### config.mk
export PLATFORM = sky130hd
export DESIGN_NAME = divider_restoring_32
export DESIGN_NICKNAME = d
export VERILOG_FILES = /design/src/rtl/divider_restoring_32_pkg.sv /design/src/rtl/divider_restoring_32_subtractor.sv /design/src/rtl/divider_restoring_32.sv
export SDC_FILE = /design/constraint.sdc
export NUM_CORES = 1
export LEC_CHECK = 0
export CAP_MARGIN = 0
export CORE_ASPECT_RATIO = 1.25
export CORE_MARGIN = 5
export CORE_UTILIZATION = 50
export CTS_CLUSTER_DIAMETER = 100
export CTS_CLUSTER_SIZE = 14
export DETAILED_ROUTE_END_ITERATION = 8
export HOLD_SLACK_MARGIN = 0.08
export PLACE_DENSITY = 0.74
export REMOVE_ABC_BUFFERS = 1
export SYNTH_ARGS = -nofsm -noshare
export SYNTH_HDL_FRONTEND = slang
export SYNTH_HIERARCHICAL = 1
export SYNTH_SLANG_ARGS = --single-unit
### constraint.sdc
create_clock -name clk -period 3.9 [get_ports clk]
set_input_delay 0.39 -clock clk [delete_from_list [all_inputs] [get_ports clk]]
set_output_delay 0.39 -clock clk [all_outputs]
set_load 0.005 [all_outputs]
### src/rtl/divider_restoring_32_pkg.sv
// Shared constants for the restoring divider: FSM encoding and default operand width.
package divider_restoring_32_pkg;
  localparam int DIV_WIDTH = 32;

  typedef enum logic [1:0] {
    IDLE = 2'd0,
    CALC = 2'd1,
    DONE = 2'd2
  } div_state_e;
endpackage

### src/rtl/divider_restoring_32_subtractor.sv
// W-bit subtractor a - b built as a + ~b + 1 on a Kogge-Stone generate/propagate prefix tree.
module subtractor_with_tree_borrow #(
  parameter int W = 33
) (
  output logic [W-1:0] diff,
  output logic         borrow,
  input  logic [W-1:0] a,
  input  logic [W-1:0] b
);
  localparam int L = (W > 1) ? $clog2(W) : 1;
  localparam logic CIN = 1'b1;

  logic [L:0][W-1:0] g, p;
  logic [W:0]        c;

  assign g[0] = a & ~b;
  assign p[0] = a ^ ~b;

  // Group (g,p) at level l covers bits [i : i-2^l+1]; low bits pass through once they reach bit 0.
  for (genvar l = 0; l < L; l++) begin : g_lvl
    for (genvar i = 0; i < W; i++) begin : g_bit
      if (i >= (1 << l)) begin : g_comb
        assign g[l+1][i] = g[l][i] | (p[l][i] & g[l][i-(1<<l)]);
        assign p[l+1][i] = p[l][i] & p[l][i-(1<<l)];
      end else begin : g_pass
        assign g[l+1][i] = g[l][i];
        assign p[l+1][i] = p[l][i];
      end
    end
  end

  assign c[0] = CIN;
  for (genvar i = 0; i < W; i++) begin : g_carry
    assign c[i+1] = g[L][i] | (p[L][i] & CIN);
  end

  assign diff   = p[0] ^ c[W-1:0];
  assign borrow = ~c[W];
endmodule

### src/rtl/divider_restoring_32.sv
// Multi-cycle unsigned restoring divider, one quotient bit per cycle, valid/ready on both sides.
module divider_restoring_32
  import divider_restoring_32_pkg::*;
#(
  parameter int WIDTH = DIV_WIDTH
) (
  input  logic             clk,
  input  logic             rst_n,
  input  logic             in_valid,
  output logic             in_ready,
  input  logic [WIDTH-1:0] dividend,
  input  logic [WIDTH-1:0] divisor,
  output logic             out_valid,
  input  logic             out_ready,
  output logic [WIDTH-1:0] quotient,
  output logic [WIDTH-1:0] remainder,
  output logic             div_by_zero
);
  localparam int CW = $clog2(WIDTH) + 1;

  div_state_e       state;
  logic [WIDTH:0]   r;
  logic [WIDTH-1:0] q, d;
  logic [CW-1:0]    count;

  logic [WIDTH:0]   trial_a, trial_b, diff, r_nxt;
  logic [WIDTH-1:0] q_nxt;
  logic             borrow, fits;

  assign trial_a = {r[WIDTH-1:0], q[WIDTH-1]};
  assign trial_b = {1'b0, d};

  subtractor_with_tree_borrow #(.W(WIDTH + 1)) u_sub (
    .diff   (diff),
    .borrow (borrow),
    .a      (trial_a),
    .b      (trial_b)
  );

  // r[WIDTH] would mean the shifted partial remainder already exceeds D; it stays 0 while R < D.
  assign fits  = ~borrow | r[WIDTH];
  assign r_nxt = fits ? diff : trial_a;
  assign q_nxt = {q[WIDTH-2:0], fits};

  always_ff @(posedge clk or negedge rst_n) begin
    if (!rst_n) begin
      state       <= IDLE;
      in_ready    <= 1'b1;
      out_valid   <= 1'b0;
      quotient    <= '0;
      remainder   <= '0;
      div_by_zero <= 1'b0;
      count       <= '0;
      r           <= '0;
      q           <= '0;
      d           <= '0;
    end else begin
      case (state)
        IDLE: begin
          if (in_valid && in_ready) begin
            q        <= dividend;
            d        <= divisor;
            r        <= '0;
            count    <= '0;
            in_ready <= 1'b0;
            if (divisor == '0) begin
              quotient    <= '1;
              remainder   <= dividend;
              div_by_zero <= 1'b1;
              out_valid   <= 1'b1;
              state       <= DONE;
            end else begin
              state <= CALC;
            end
          end
        end
        CALC: begin
          r     <= r_nxt;
          q     <= q_nxt;
          count <= count + 1'b1;
          if (count == CW'(WIDTH - 1)) begin
            quotient    <= q_nxt;
            remainder   <= r_nxt[WIDTH-1:0];
            div_by_zero <= 1'b0;
            out_valid   <= 1'b1;
            state       <= DONE;
          end
        end
        DONE: begin
          if (out_ready) begin
            out_valid <= 1'b0;
            in_ready  <= 1'b1;
            state     <= IDLE;
          end
        end
        default: begin
          state     <= IDLE;
          in_ready  <= 1'b1;
          out_valid <= 1'b0;
        end
      endcase
    end
  end
endmodule
-- Word-level counts from Yosys, hierarchy flattened
Index checks and enable logic that the tools add are counted.
- $add $sub $neg: 1
- eq/ne operators: 7
- multiplexer cells: 30
- bitwise operators: 444
- reductions and logical operators: 10
- operators by type and width (cell ; count):
    $and 1x1->1 ; 270
    $mux 32 ; 7
    $pmux 32 s2 ; 3
    $or 1x1->1 ; 169
    $mux 33 ; 2
    $pmux 33 s2 ; 1
    $xor 33x33->33 ; 2
    $and 33x33->33 ; 1
    $not 32->33 ; 1
    $logic_not 32->1 ; 1
    $pmux 6 s2 ; 1
    $mux 2 ; 4
    $ne 2x2->1 const B ; 4
    $reduce_and 4->1 ; 2
    $mux 1 ; 7
    $add 6x1->6 const B ; 1
    $eq 6x5->1 const B ; 1
    $mux 6 ; 1
    $pmux 1 s3 ; 2
    $pmux 2 s3 ; 1
    $reduce_and 3->1 ; 2
    $reduce_and 2->1 ; 2
    $eq 2x1->1 const B ; 1
    $eq 2x2->1 const B ; 1
    5 further kinds ; 5
- flip-flop bits (word level): 172
- bits of input ports: 68
- output and inout bits: 67
- word-level logic and storage cells: 502

-- Logic depth before layout (Yosys ltp)
Gate-level depths: netlist of the first run.
- word-level depth: 18
- depth in mapped cells: 17
- gate-level depth less buffers: 15

-- Modules after synthesis
The synthesis of the first run kept the hierarchy.
- by module, submodules not included (module ; times used ; cells each ; area an instance (µm²) ; seq. area each (µm²)):
    divider_restoring_32 ; 1 ; 756 ; 7748.7 ; 4305.4
    subtractor_with_tree_borrow ; 1 ; 213 ; 1566.5 ; 0.0

-- Worst setup path after synthesis of the first run
OpenSTA, ideal clock, no wires.
- kind: reg2reg
- start: reg r[4]
- end: reg remainder[31]
- setup time: 83 ps
- arrival time: 3673 ps
- required time: 3817 ps
- path slack: 143 ps
- stages on the path, launching flop included: 17
- path buffers: 2
- period minus slack after synthesis: 3757 ps
- path through: dfrtp_1 > ha_1 > and3_1 > a22o_1 > a311oi_4 > o21ai_4 > a31oi_2 > o31ai_4 > a31oi_4 > o31ai_4 > a21oi_1 > nor2b_1 > buf_2 > buf_2 > mux2i_1 > a221o_1 > o22ai_1
- cells in the longest elaborated chain, start to end: 16
- elaborated cells on any way between the ends: 39
- classes of those cells: 3 x mux; 36 x bitwise
- ends and longest elaborated chain (element ; RTL line ; RTL):
    start: declaration ; divider_restoring_32.sv:22 ; logic [WIDTH:0] r;
    start signal: assignment ; divider_restoring_32.sv:78 ; r <= r_nxt;
    $and 33x33->33 ; divider_restoring_32_subtractor.sv:16 ; assign g[0] = a & ~b;
    $and 1x1->1 ; divider_restoring_32_subtractor.sv:23 ; assign g[l+1][i] = g[l][i] | (p[l][i] & g[l][i-(1<<l)]);
    $or 1x1->1 ; divider_restoring_32_subtractor.sv:23 ;
    $and 1x1->1 ; divider_restoring_32_subtractor.sv:23 ;
    $or 1x1->1 (2 in series) ; divider_restoring_32_subtractor.sv:23 ;
    $and 1x1->1 ; divider_restoring_32_subtractor.sv:23 ;
    $or 1x1->1 ; divider_restoring_32_subtractor.sv:23 ;
    $and 1x1->1 ; divider_restoring_32_subtractor.sv:23 ;
    $or 1x1->1 (2 in series) ; divider_restoring_32_subtractor.sv:23 ;
    $or 1x1->1 ; divider_restoring_32_subtractor.sv:34 ; assign c[i+1] = g[L][i] | (p[L][i] & CIN);
    $or 1x1->1 ; divider_restoring_32.sv:41 ; assign fits = ~borrow | r[WIDTH];
    $mux 33 * ; divider_restoring_32.sv:42 ; assign r_nxt = fits ? diff : trial_a;
    $mux 32 * ; divider_restoring_32.sv:81 ; if (count == CW'(WIDTH - 1)) begin
    $pmux 32 s2 * ; divider_restoring_32.sv:58 ; case (state)
    end signal: assignment ; divider_restoring_32.sv:68 ; remainder <= dividend;
    end signal: assignment ; divider_restoring_32.sv:83 ; remainder <= r_nxt[WIDTH-1:0];
    end: declaration ; divider_restoring_32.sv:16 ; output logic [WIDTH-1:0] remainder,
Every way passes the cells marked *; elsewhere a longest branch is shown, timed or not. The select of a mux whose other input is x is not followed.
A chain may end at the register's enable or synchronous reset.

-- Worst setup path after layout of the first run
- start: reg r[4]
- end: reg remainder[30]
The elaborated chain is that of the path after synthesis.

==> results of run 1 <==
==> how the worst min path moves through the flow <==
stage / from / slack (ns) / cells after the start / endpoint
after global placement: div_by_zero / 0.46 / 2 / div_by_zero
after floorplan: rst_n / 0.09 / 0 / count[0]
after global routing: rst_n / 0.14 / 1 / d[31]
after detailed placement: count[5] / 0.47 / 1 / count[5]
final: rst_n / 0.06 / 1 / d[31]
after CTS: rst_n / 0.11 / 1 / d[31]
==> power groups by stage <==
stage          clock (mW)  sequential [mW]  combinational, mW
3_5_place_dp            0             2.83               4.69
2_1_floorplan           0             2.72               3.54
3_3_place_gp            0             2.81               4.59
4_1_cts              1.66             2.81               4.77
6_report             1.64             2.83               5.22
5_1_grt              1.74             2.90               5.69
==> repair_timing <==
item                                    CTS  global route
buffers inserted                          0             3
hold endpoints to repair                  0             0
endpoints found under the setup margin    5            51
cloned                                    0             3
gates resized for setup                   2            15
pin swaps                                 1             2
==> per-layer routing <==
layer | vias up | global-route usage | part of all wire | wire length (um)
met2 | 277 | 0.351 | 0.47 | 11700
met1 | 3856 | 0.316 | 0.44 | 10900
met5 | - | 0 | 0 | 0
li1 | 3724 | - | - | -
met3 | 38 | 0.0482 | 0.063 | 1560
met4 | 0 | 0.0725 | 0.024 | 582
==> cell type report <==
type / count / share of cell area
flip-flops and latches: 172 / 0.371
multi-input cells: 683 / 0.400
well taps: 228 / 0.0246
clock inverters: 12 / 0.0100
clock buffers: 20 / 0.0385
repair buffers: 164 / 0.142
inverters: 44 / 0.0142
==> worst reg2reg max path, cell delays in order, from the launching register on <==
cell and delay (ns):
dfrtp_1 0.41, ha_1 0.36, and3_1 0.24, a22o_1 0.23
a311oi_4 0.36, o21ai_4 0.11, a31oi_4 0.24, o31ai_4 0.11
a31oi_4 0.25, o31ai_4 0.11, a21oi_2 0.18, nor2b_4 0.18
buf_12 0.14, buf_6 0.18, mux2i_1 0.30, a221o_1 0.19
o22ai_1 0.07
==> layout by cell type, fill, tap and decap left out, drive strengths merged, types with 9 or more instances in the layout <==
cell type      instances
o21ai                 78
mux2i                 33
a22oi                 63
nor4                   9
clkbuf                22
xnor2                 19
xor2                  10
a221o                 32
nand2                 85
nor2                 113
buf                   29
a21o                  15
dfrtp                171
o22ai                 33
a21oi                 64
ha                    35
mux2                  32
inv                   46
clkdlybuf4s50        133
==> metrics by stage <==
step / std cells / util / power (mW) / cell area (um^2) / TNS (ns)
3_5_place_dp: 1285 / 0.597 / 7.53 / 10900 / -0.00238
6_report: 1323 / 0.637 / 9.69 / 11600 / 0
3_3_place_gp: 1285 / 0.597 / 7.39 / 10900 / 0
4_1_cts: 1317 / 0.628 / 9.24 / 11400 / 0
2_1_floorplan: 899 / - / 6.26 / 9010 / -344.41
5_1_grt: 1323 / 0.637 / 10.3 / 11600 / -0.0801
==> sequential cells by signal, indices dropped and copies added (netlist names) <==
| name | cells |
|---|---|
| state | 2 |
| r | 33 |
| in_ready | 1 |
| remainder | 32 |
| div_by_zero | 1 |
| d | 32 |
| count | 6 |
| out_valid | 1 |
| quotient | 32 |
| q | 32 |
==> kinds of logic after synthesis <==
group	count (synthesis)
adder cells (fa/ha/maj)	35
multiplexers	65
flip-flops	172
other	1
AO/OA/AOI/OAI	314
AND/OR/NAND/NOR	239
XOR/XNOR	29
buffers and inverters	114
==> results.py, run 1 <==
metrics = {
    "sta": {
        "fin_ws_ns": 0.104,
        "setup_violations": 0,
        "relSlewSlack": 0.162,
        "hold_viol_final": 0,
        "worst_slew_pin_slew_ns": 1.26,
        "rsz0062_at_grt": "yes",
        "min_period_over_period": 0.973,
        "period_minus_slack_ns": 3.80,
        "fin_skew_ns": 0.0121,
        "slew_viol_final": 0,
        "max_freq_mhz": 263,
        "whs_ns": 0.0650,
    },
    "critical_path": {
        "cp.buffers_inverters": 2,
        "worstSetupEndpoint": "remainder[30]",
        "slowest_stage": "dfrtp_1",
        "crit_start": "r[4]",
        "max_stage_delay_ns": 0.41,
        "critPathCaptureType": "register",
        "required_ns": 4.21,
        "rrSetupSlack_ns": 0.10,
        "ff2ff_path_depth": 16,
        "r2r-end": "remainder[30]",
        "startpoint_type": "register",
        "cp_max_fo": 10,
        "crit_type": "reg2reg",
        "cp.arrival_ns": 4.11,
        "cp_top_family": "compound AO/OA/AOI/OAI gates",
        "worst-path-stages": 16,
        "timing.rr.start": "r[4]",
        "cp_cell_sequence": "ha_1 > and3_1 > a22o_1 > a311oi_4 > o21ai_4 > a31oi_4 > o31ai_4 > a31oi_4 > o31ai_4 > a21oi_2 > nor2b_4 > buf_12 > buf_6 > mux2i_1 > a221o_1 > o22ai_1",
    },
    "route": {
        "routed_via_density": 5.97,
        "drt-initial-drc-count": 711,
        "wl_per_cell_um": 18.7,
        "drc_errors": 0,
        "drtAntennaViolNets": 0,
        "drt_pass1_iterations": 6,
        "vias": 7895,
        "wirelength_mm": 24.7,
    },
    "floorplanning": {
        "ios": 135,
        "start_util": 0.511,
        "dieArea_mm2": 0.0215,
        "fp.dieW_um": 132,
        "core_mm2": 0.0182,
        "die_h_um": 163,
        "row_count": 55,
    },
    "logic_synthesis": {
        "synth_mux_area_frac": 0.0741,
        "synth-xor-area-share": 0.0273,
        "syn_inst": 969,
        "syn_avg_cell_area_um2": 9.61,
        "synth-edff-count": 0,
        "synth-async-reset-ratio": 1.00,
        "yosysSeqAreaShare": 0.462,
        "synth_compound_area_frac": 0.232,
        "yosysMostFrequentCell": "dfrtp_1",
        "synth.distinct_cells": 54,
        "synth_area_leaders": "dfrtp_1 (46%), a22oi_1 (5.1%), ha_1 (4.7%)",
        "synth_common_cells": "dfrtp_1 (171), nor2_1 (113), nand2_1 (85), o21ai_0 (75)",
        "synth_top_cell_area_share": 0.459,
        "synth_flop_cell": "dfrtp_1",
        "synth_area_mm2": 0.00932,
        "yosys.area_share.simple": 0.107,
        "yosysWarnings": 6,
        "synth_area_leader_cell": "dfrtp_1",
        "synth_top_family_by_area": "compound AO/OA/AOI/OAI gates",
        "yosys.area_share.adder": 0.0470,
        "ys_ff_latch": 172,
    },
    "power": {
        "combPwrFrac": 0.539,
        "seq_power_share": 0.292,
        "intPower_mw": 5.66,
        "clockPowerShare": 0.169,
        "netSwitchingFraction": 0.416,
        "power.net_switching_mw": 4.03,
        "power_leakage_nw": 5.08,
        "irDropWorstVdd_v": 0.000426,
        "power_density_mw_per_mm2": 834,
    },
    "global_routing": {
        "grt_max_degree": 97,
        "grt_pass1_vias": 7660,
        "antenna_found_initial": 0,
        "grt_overflow": 0,
        "grt_pass1_wl_mm": 40.0,
        "grt_usage": 0.226,
    },
    "cells_and_area": {
        "n_antenna_cell": 0,
        "nets": 1185,
        "multi_input_area_mm2": 0.00464,
        "seq_area_mm2": 0.00431,
        "drive_gt1_frac": 0.113,
        "area_growth_pct": 24.6,
        "fill_cells": 1514,
    },
    "run": {
        "maxCapViolations": 0,
    },
    "clock_tree": {
        "cts_sinks": 172,
        "worstSkewPairLatency_ns": 0.43,
        "postCtsHoldBufs": 0,
        "cts-htree-levels": 4,
        "root_buffer": "clkbuf_16",
        "numCtsBuffers": 17,
        "clkTransAtPathRegs_ns": 0.07,
        "max-clock-path-buffers": 2,
        "cts_tree": "built",
    },
    "placed_design": {
        "gp_congestion": 0.817,
        "pre_cts_ws_ns": -0.00238,
        "dp_hpwl_mm": 17.0,
        "port_buffers": 134,
    },
    "min_path": {
        "hp-class": "in2async",
    },
    "status": {
        "status": "completed",
    },
}
Note: power is estimated with default switching activity, not from simulation.
==> run 2, diff against run 1 <==
SETUP_SLACK_MARGIN = 0.05   (was unset)
==> run 2 against run 1 <==
Effect of this change:
- die area unchanged
- non-clock buffer count grew 1
- clock skew down 0.00070 ns
- total power grew 0.97%
- global-route usage about the same
- count of clock-buffer cells in the layout unchanged
- clock power hardly changed
- core utilization up 0.22 points
- cell area up 0.35%
- final cell count about the same
- via count rose by 0.33%
- critical path type unchanged
- largest cell class unchanged
- largest power group unchanged
==> results.py, run 2 (synthesis gave the netlist of run 1 again) <==
metrics = {
    "cells_and_area": {
        "drive_gt1_frac": 0.117,
        "nets": 1186,
        "regMostFlops": "r",
        "final_cells": 1324,
        "largest_reg_flops": 33,
        "final_cell_mix": "dfrtp_1 (171), clkdlybuf4s50_1 (133), nor2_1 (113), nand2_1 (84), o21ai_0 (75)",
        "final_common_cell": "dfrtp_1",
        "area_growth_pct": 25.1,
        "n_antenna_cell": 0,
    },
    "route": {
        "drtAntennaViolNets": 0,
        "vias": 7921,
        "drc_errors": 0,
        "routed_via_density": 5.98,
        "drt_pass1_iterations": 5,
        "wirelength_mm": 24.8,
        "drt-initial-drc-count": 730,
        "wl_per_cell_um": 18.7,
    },
    "placed_design": {
        "dp_hpwl_mm": 17.0,
        "gp_congestion": 0.817,
        "pre_cts_ws_ns": -0.00238,
        "port_buffers": 134,
        "placed_cells": 1285,
    },
    "critical_path": {
        "ff2ff_path_depth": 16,
        "cp_top_family": "compound AO/OA/AOI/OAI gates",
        "required_ns": 4.20,
        "slowest_stage": "dfrtp_1",
        "max_stage_delay_ns": 0.41,
        "cp_max_fo": 6,
        "timing.rr.start": "r[5]",
        "critPathCaptureType": "register",
        "startpoint_type": "register",
        "crit_type": "reg2reg",
        "r2r-end": "remainder[20]",
        "cp.buffers_inverters": 2,
        "cp_cell_sequence": "ha_1 > a21o_1 > a22o_1 > a311oi_4 > o21ai_4 > a31oi_4 > o31ai_4 > a31oi_4 > o31ai_4 > a21oi_2 > nor2b_4 > buf_12 > clkbuf_16 > mux2i_1 > a221o_1 > o22ai_1",
        "cp.arrival_ns": 4.01,
        "rrSetupSlack_ns": 0.18,
    },
    "power": {
        "power_density_mw_per_mm2": 840,
        "power_leakage_nw": 5.09,
        "p_total_mw": 9.78,
        "irDropWorstVdd_v": 0.000429,
    },
    "sta": {
        "hold_viol_final": 0,
        "whs_ns": 0.0656,
        "worst_slew_pin_slew_ns": 1.26,
        "setup_violations": 0,
        "slew_viol_final": 0,
        "max_freq_mhz": 269,
        "fin_skew_ns": 0.0114,
        "rsz0062_at_grt": "no",
        "relSlewSlack": 0.159,
        "period_minus_slack_ns": 3.72,
        "fin_ws_ns": 0.184,
        "min_period_over_period": 0.953,
    },
    "global_routing": {
        "grt_pass1_vias": 7666,
        "antenna_found_initial": 0,
        "grt_overflow": 0,
        "grt_pass1_wl_mm": 40.0,
        "grt_max_degree": 97,
        "grt_usage": 0.226,
    },
    "min_path": {
        "hp-class": "in2async",
    },
    "clock_tree": {
        "worstSkewPairLatency_ns": 0.44,
        "numCtsBuffers": 17,
        "cts_tree": "built",
        "clkTransAtPathRegs_ns": 0.07,
        "cts-htree-levels": 4,
        "cts_sinks": 172,
        "max-clock-path-buffers": 2,
        "root_buffer": "clkbuf_16",
    },
    "run": {
        "maxCapViolations": 0,
    },
    "floorplanning": {
        "fp.dieW_um": 132,
        "start_util": 0.511,
        "row_count": 55,
        "dieArea_mm2": 0.0215,
        "core_mm2": 0.0182,
        "die_h_um": 163,
        "ios": 135,
    },
    "status": {
        "status": "completed",
    },
}
## run 2: per-layer routing
| layer | track usage | vias to the layer above | wire length, um |
|---|---|---|---|
| met1 | 0.316 | 3857 | 10900 |
| met4 | 0.0725 | 0 | 535 |
| met2 | 0.352 | 302 | 11700 |
| met3 | 0.0482 | 36 | 1680 |
| li1 | - | 3726 | - |
| met5 | 0 | - | 0 |
## run 2: how the worst max path moves through the flow
stage                          to  slack [ns]      from  cells after the start
finish              remainder[20]        0.18      r[5]                     16
floorplan           remainder[13]       -4.45  state[0]                      4
detailed placement  remainder[25]      -0.002      r[4]                     15
CTS                 remainder[10]        0.06     q[31]                     16
global placement     remainder[6]        0.09      r[4]                     15
global route        remainder[14]        0.04      r[5]                     16
## run 2: area by class of cell
type                       instances  area (um^2)
timing repair buffer             165         1660
clock buffer                      20          447
inverter                          44          165
tap                              228          285
clock inverter                    12          116
multi-input combinational        683         4670
sequential                       172         4310
fill                            1506         6590
## run 2: repair_timing
action,CTS,global route
buffers inserted,1,3
cloned,0,3
hold buffers,0,0
pin swaps,2,3
gates resized for setup,2,21
setup endpoints to repair,19,46
## run 2: metrics by stage
step	utilization	setup TNS [ns]	instance area, um^2
floorplan	-	-344.41	9010
global placement	0.597	0	10900
detailed placement	0.597	-0.00238	10900
CTS	0.628	0	11500
global route	0.639	0	11700
finish	0.639	0	11700
## run 2: worst register-to-register path, stage by stage, from the launching register on
cell       delay (ns)
dfrtp_1          0.41
ha_1             0.36
a21o_1           0.21
a22o_1           0.26
a311oi_4         0.36
o21ai_4          0.11
a31oi_4          0.24
o31ai_4          0.11
a31oi_4          0.22
o31ai_4          0.11
a21oi_2          0.18
nor2b_4          0.18
buf_12           0.14
clkbuf_16        0.16
mux2i_1          0.28
a221o_1          0.18
o22ai_1          0.07
## run 2: report_power, final
part | switching, mW | internal (mW) | total, mW
Sequential | 0.499 | 2.33 | 2.83
Clock | 0.743 | 0.901 | 1.64
Combinational | 2.82 | 2.49 | 5.31
==> run 3, diff against run 2 <==
DONT_BUFFER_PORTS = 1   (was unset)
PLACE_DENSITY = 0.65   (was 0.74)
==> run 3 against run 2 <==
Effect of this change:
- the run now ends with negative hold slack left
- sequential share of layout area up 5.0 points
- global-route usage shrank 0.58 points
- non-clock buffer count shrank 134
- final cell count fell by 10%
- maximum frequency rose by 0.81%
- sequential cell count stayed put
- first-iteration DRC count is 14% lower
- register-to-register slack better by 0.03 ns
- sequential power hardly changed
- core utilization fell by 7.6 points
- critical endpoint is now remainder[11]
- largest power group unchanged
==> results.py, run 3 (synthesis gave the netlist of run 1 again) <==
metrics = {
    "status": {
        "status": "finished with violations",
        "violations": "negative hold slack",
    },
    "critical_path": {
        "startpoint_type": "register",
        "critPathCaptureType": "register",
        "cp_top_family": "compound AO/OA/AOI/OAI gates",
        "crit_type": "reg2reg",
        "slowest_stage": "dfrtp_1",
        "cp_cell_sequence": "inv_1 > ha_1 > o211ai_1 > a21boi_4 > a311oi_4 > o21ai_4 > a31oi_4 > o31ai_4 > a31oi_4 > o31ai_4 > a21oi_2 > nor2b_4 > buf_12 > buf_16 > mux2i_1 > a221o_1 > o22ai_1",
        "cp.arrival_ns": 3.98,
        "cp_max_fo": 13,
        "max_stage_delay_ns": 0.39,
        "cp.buffers_inverters": 3,
        "required_ns": 4.20,
    },
    "cells_and_area": {
        "final_common_cell": "dfrtp_1",
        "final_cells": 1189,
        "area_growth_pct": 10.2,
        "regMostFlops": "r",
        "fin_area_mm2": 0.0103,
        "nets": 1052,
        "largest_reg_flops": 33,
        "fin_util": 0.563,
        "drive_gt1_frac": 0.126,
        "n_antenna_cell": 0,
        "final_cell_mix": "dfrtp_1 (171), nor2_1 (113), nand2_1 (84), o21ai_0 (75), a22oi_1 (63)",
    },
    "clock_tree": {
        "numCtsBuffers": 17,
        "max-clock-path-buffers": 2,
        "cts-htree-levels": 4,
        "clkTransAtPathRegs_ns": 0.06,
        "root_buffer": "clkbuf_16",
        "cts_sinks": 172,
        "cts_tree": "built",
        "worstSkewPairLatency_ns": 0.43,
    },
    "route": {
        "drt_pass1_iterations": 5,
        "vias": 7206,
        "wl_per_cell_um": 19.8,
        "drt-initial-drc-count": 630,
        "drc_errors": 0,
        "routed_via_density": 6.06,
        "drtAntennaViolNets": 0,
        "wirelength_mm": 23.6,
    },
    "floorplanning": {
        "core_mm2": 0.0182,
        "row_count": 55,
        "die_h_um": 163,
        "dieArea_mm2": 0.0215,
        "start_util": 0.511,
        "fp.dieW_um": 132,
        "ios": 135,
    },
    "sta": {
        "worst_slew_pin_slew_ns": 0.861,
        "fin_skew_ns": 0.00865,
        "min_period_over_period": 0.945,
        "relSlewSlack": 0.426,
        "setup_violations": 0,
        "tns_ns": 0,
        "hold_viol_final": 171,
        "period_minus_slack_ns": 3.69,
        "slew_viol_final": 0,
        "rsz0062_at_grt": "no",
        "whs_ns": -0.338,
        "max_freq_mhz": 271,
    },
    "placed_design": {
        "port_buffers": 0,
        "place_area_mm2": 0.00952,
        "dp_hpwl_mm": 16.1,
        "placed_cells": 1150,
        "gp_congestion": 0.832,
    },
    "power": {
        "power_leakage_nw": 4.57,
        "irDropWorstVdd_v": 0.000342,
        "power_density_mw_per_mm2": 919,
    },
    "global_routing": {
        "grt_pass1_wl_mm": 38.6,
        "grt_max_degree": 173,
        "antenna_found_initial": 0,
        "grt_overflow": 0,
        "grt_pass1_vias": 6892,
        "grt_usage": 0.220,
    },
    "min_path": {
        "hp-class": "in2async",
    },
    "run": {
        "maxCapViolations": 0,
    },
}
==> run 3: final timing paths <==
kind	start	endpoint	slack, ns	depth (start not counted)
setup / recovery	q[31]	remainder[11]	0.21	17
hold / removal	rst_n	d[29]	-0.34	0
setup reg to reg	q[31]	remainder[11]	0.21	17
hold reg to reg	count[5]	count[5]	0.50	1
max in group asynchronous	rst_n	r[13]	3.74	0
min in group clk	divisor[8]	d[8]	0.11	1
==> run 3: final cells by class <==
type | count | area [um^2]
sequential | 172 | 4310
clock inverter | 9 | 113
tap | 228 | 285
timing repair buffer | 31 | 278
clock buffer | 22 | 484
multi-input combinational | 683 | 4630
fill | 1625 | 7970
inverter | 44 | 165
==> run 3: per-layer routing <==
layer	vias up	track usage	routed length [um]
li1	3458	-	-
met1	3495	0.310	10400
met2	228	0.320	10600
met3	25	0.0726	2160
met4	0	0.0720	432
met5	-	0	0
==> run 3: metrics by stage <==
step / hold WS (ns) / setup slack (ns) / total power [mW]
after floorplan: 0.0944 / -4.45 / 6.26
final: -0.338 / 0.214 / 9.44
after global placement: 0.101 / 0.0692 / 7.22
after detailed placement: 0.102 / -0.0511 / 7.31
after global routing: -0.363 / 0.0319 / 10.2
after CTS: -0.361 / 0.101 / 9.28
==> run 3: worst reg2reg max path, stage by stage (launching register included) <==
cell	delay (ns)
dfrtp_1	0.39
inv_1	0.06
ha_1	0.33
o211ai_1	0.32
a21boi_4	0.12
a311oi_4	0.33
o21ai_4	0.12
a31oi_4	0.22
o31ai_4	0.11
a31oi_4	0.23
o31ai_4	0.11
a21oi_2	0.18
nor2b_4	0.26
buf_12	0.14
buf_16	0.15
mux2i_1	0.27
a221o_1	0.18
o22ai_1	0.07
==> run 3: power breakdown <==
part           leakage, nW  switching [mW]  internal (mW)
Sequential            1.98           0.482           2.34
Clock                0.292           0.711           1.01
Combinational         2.30            2.66           2.24
==> run 3: repair_timing <==
item,in CTS,in global routing
pin swaps,2,5
gates cloned,1,0
endpoints found under the hold margin,172,172
setup buffers,2,5
endpoints found under the setup margin,27,43
resized for setup,7,6
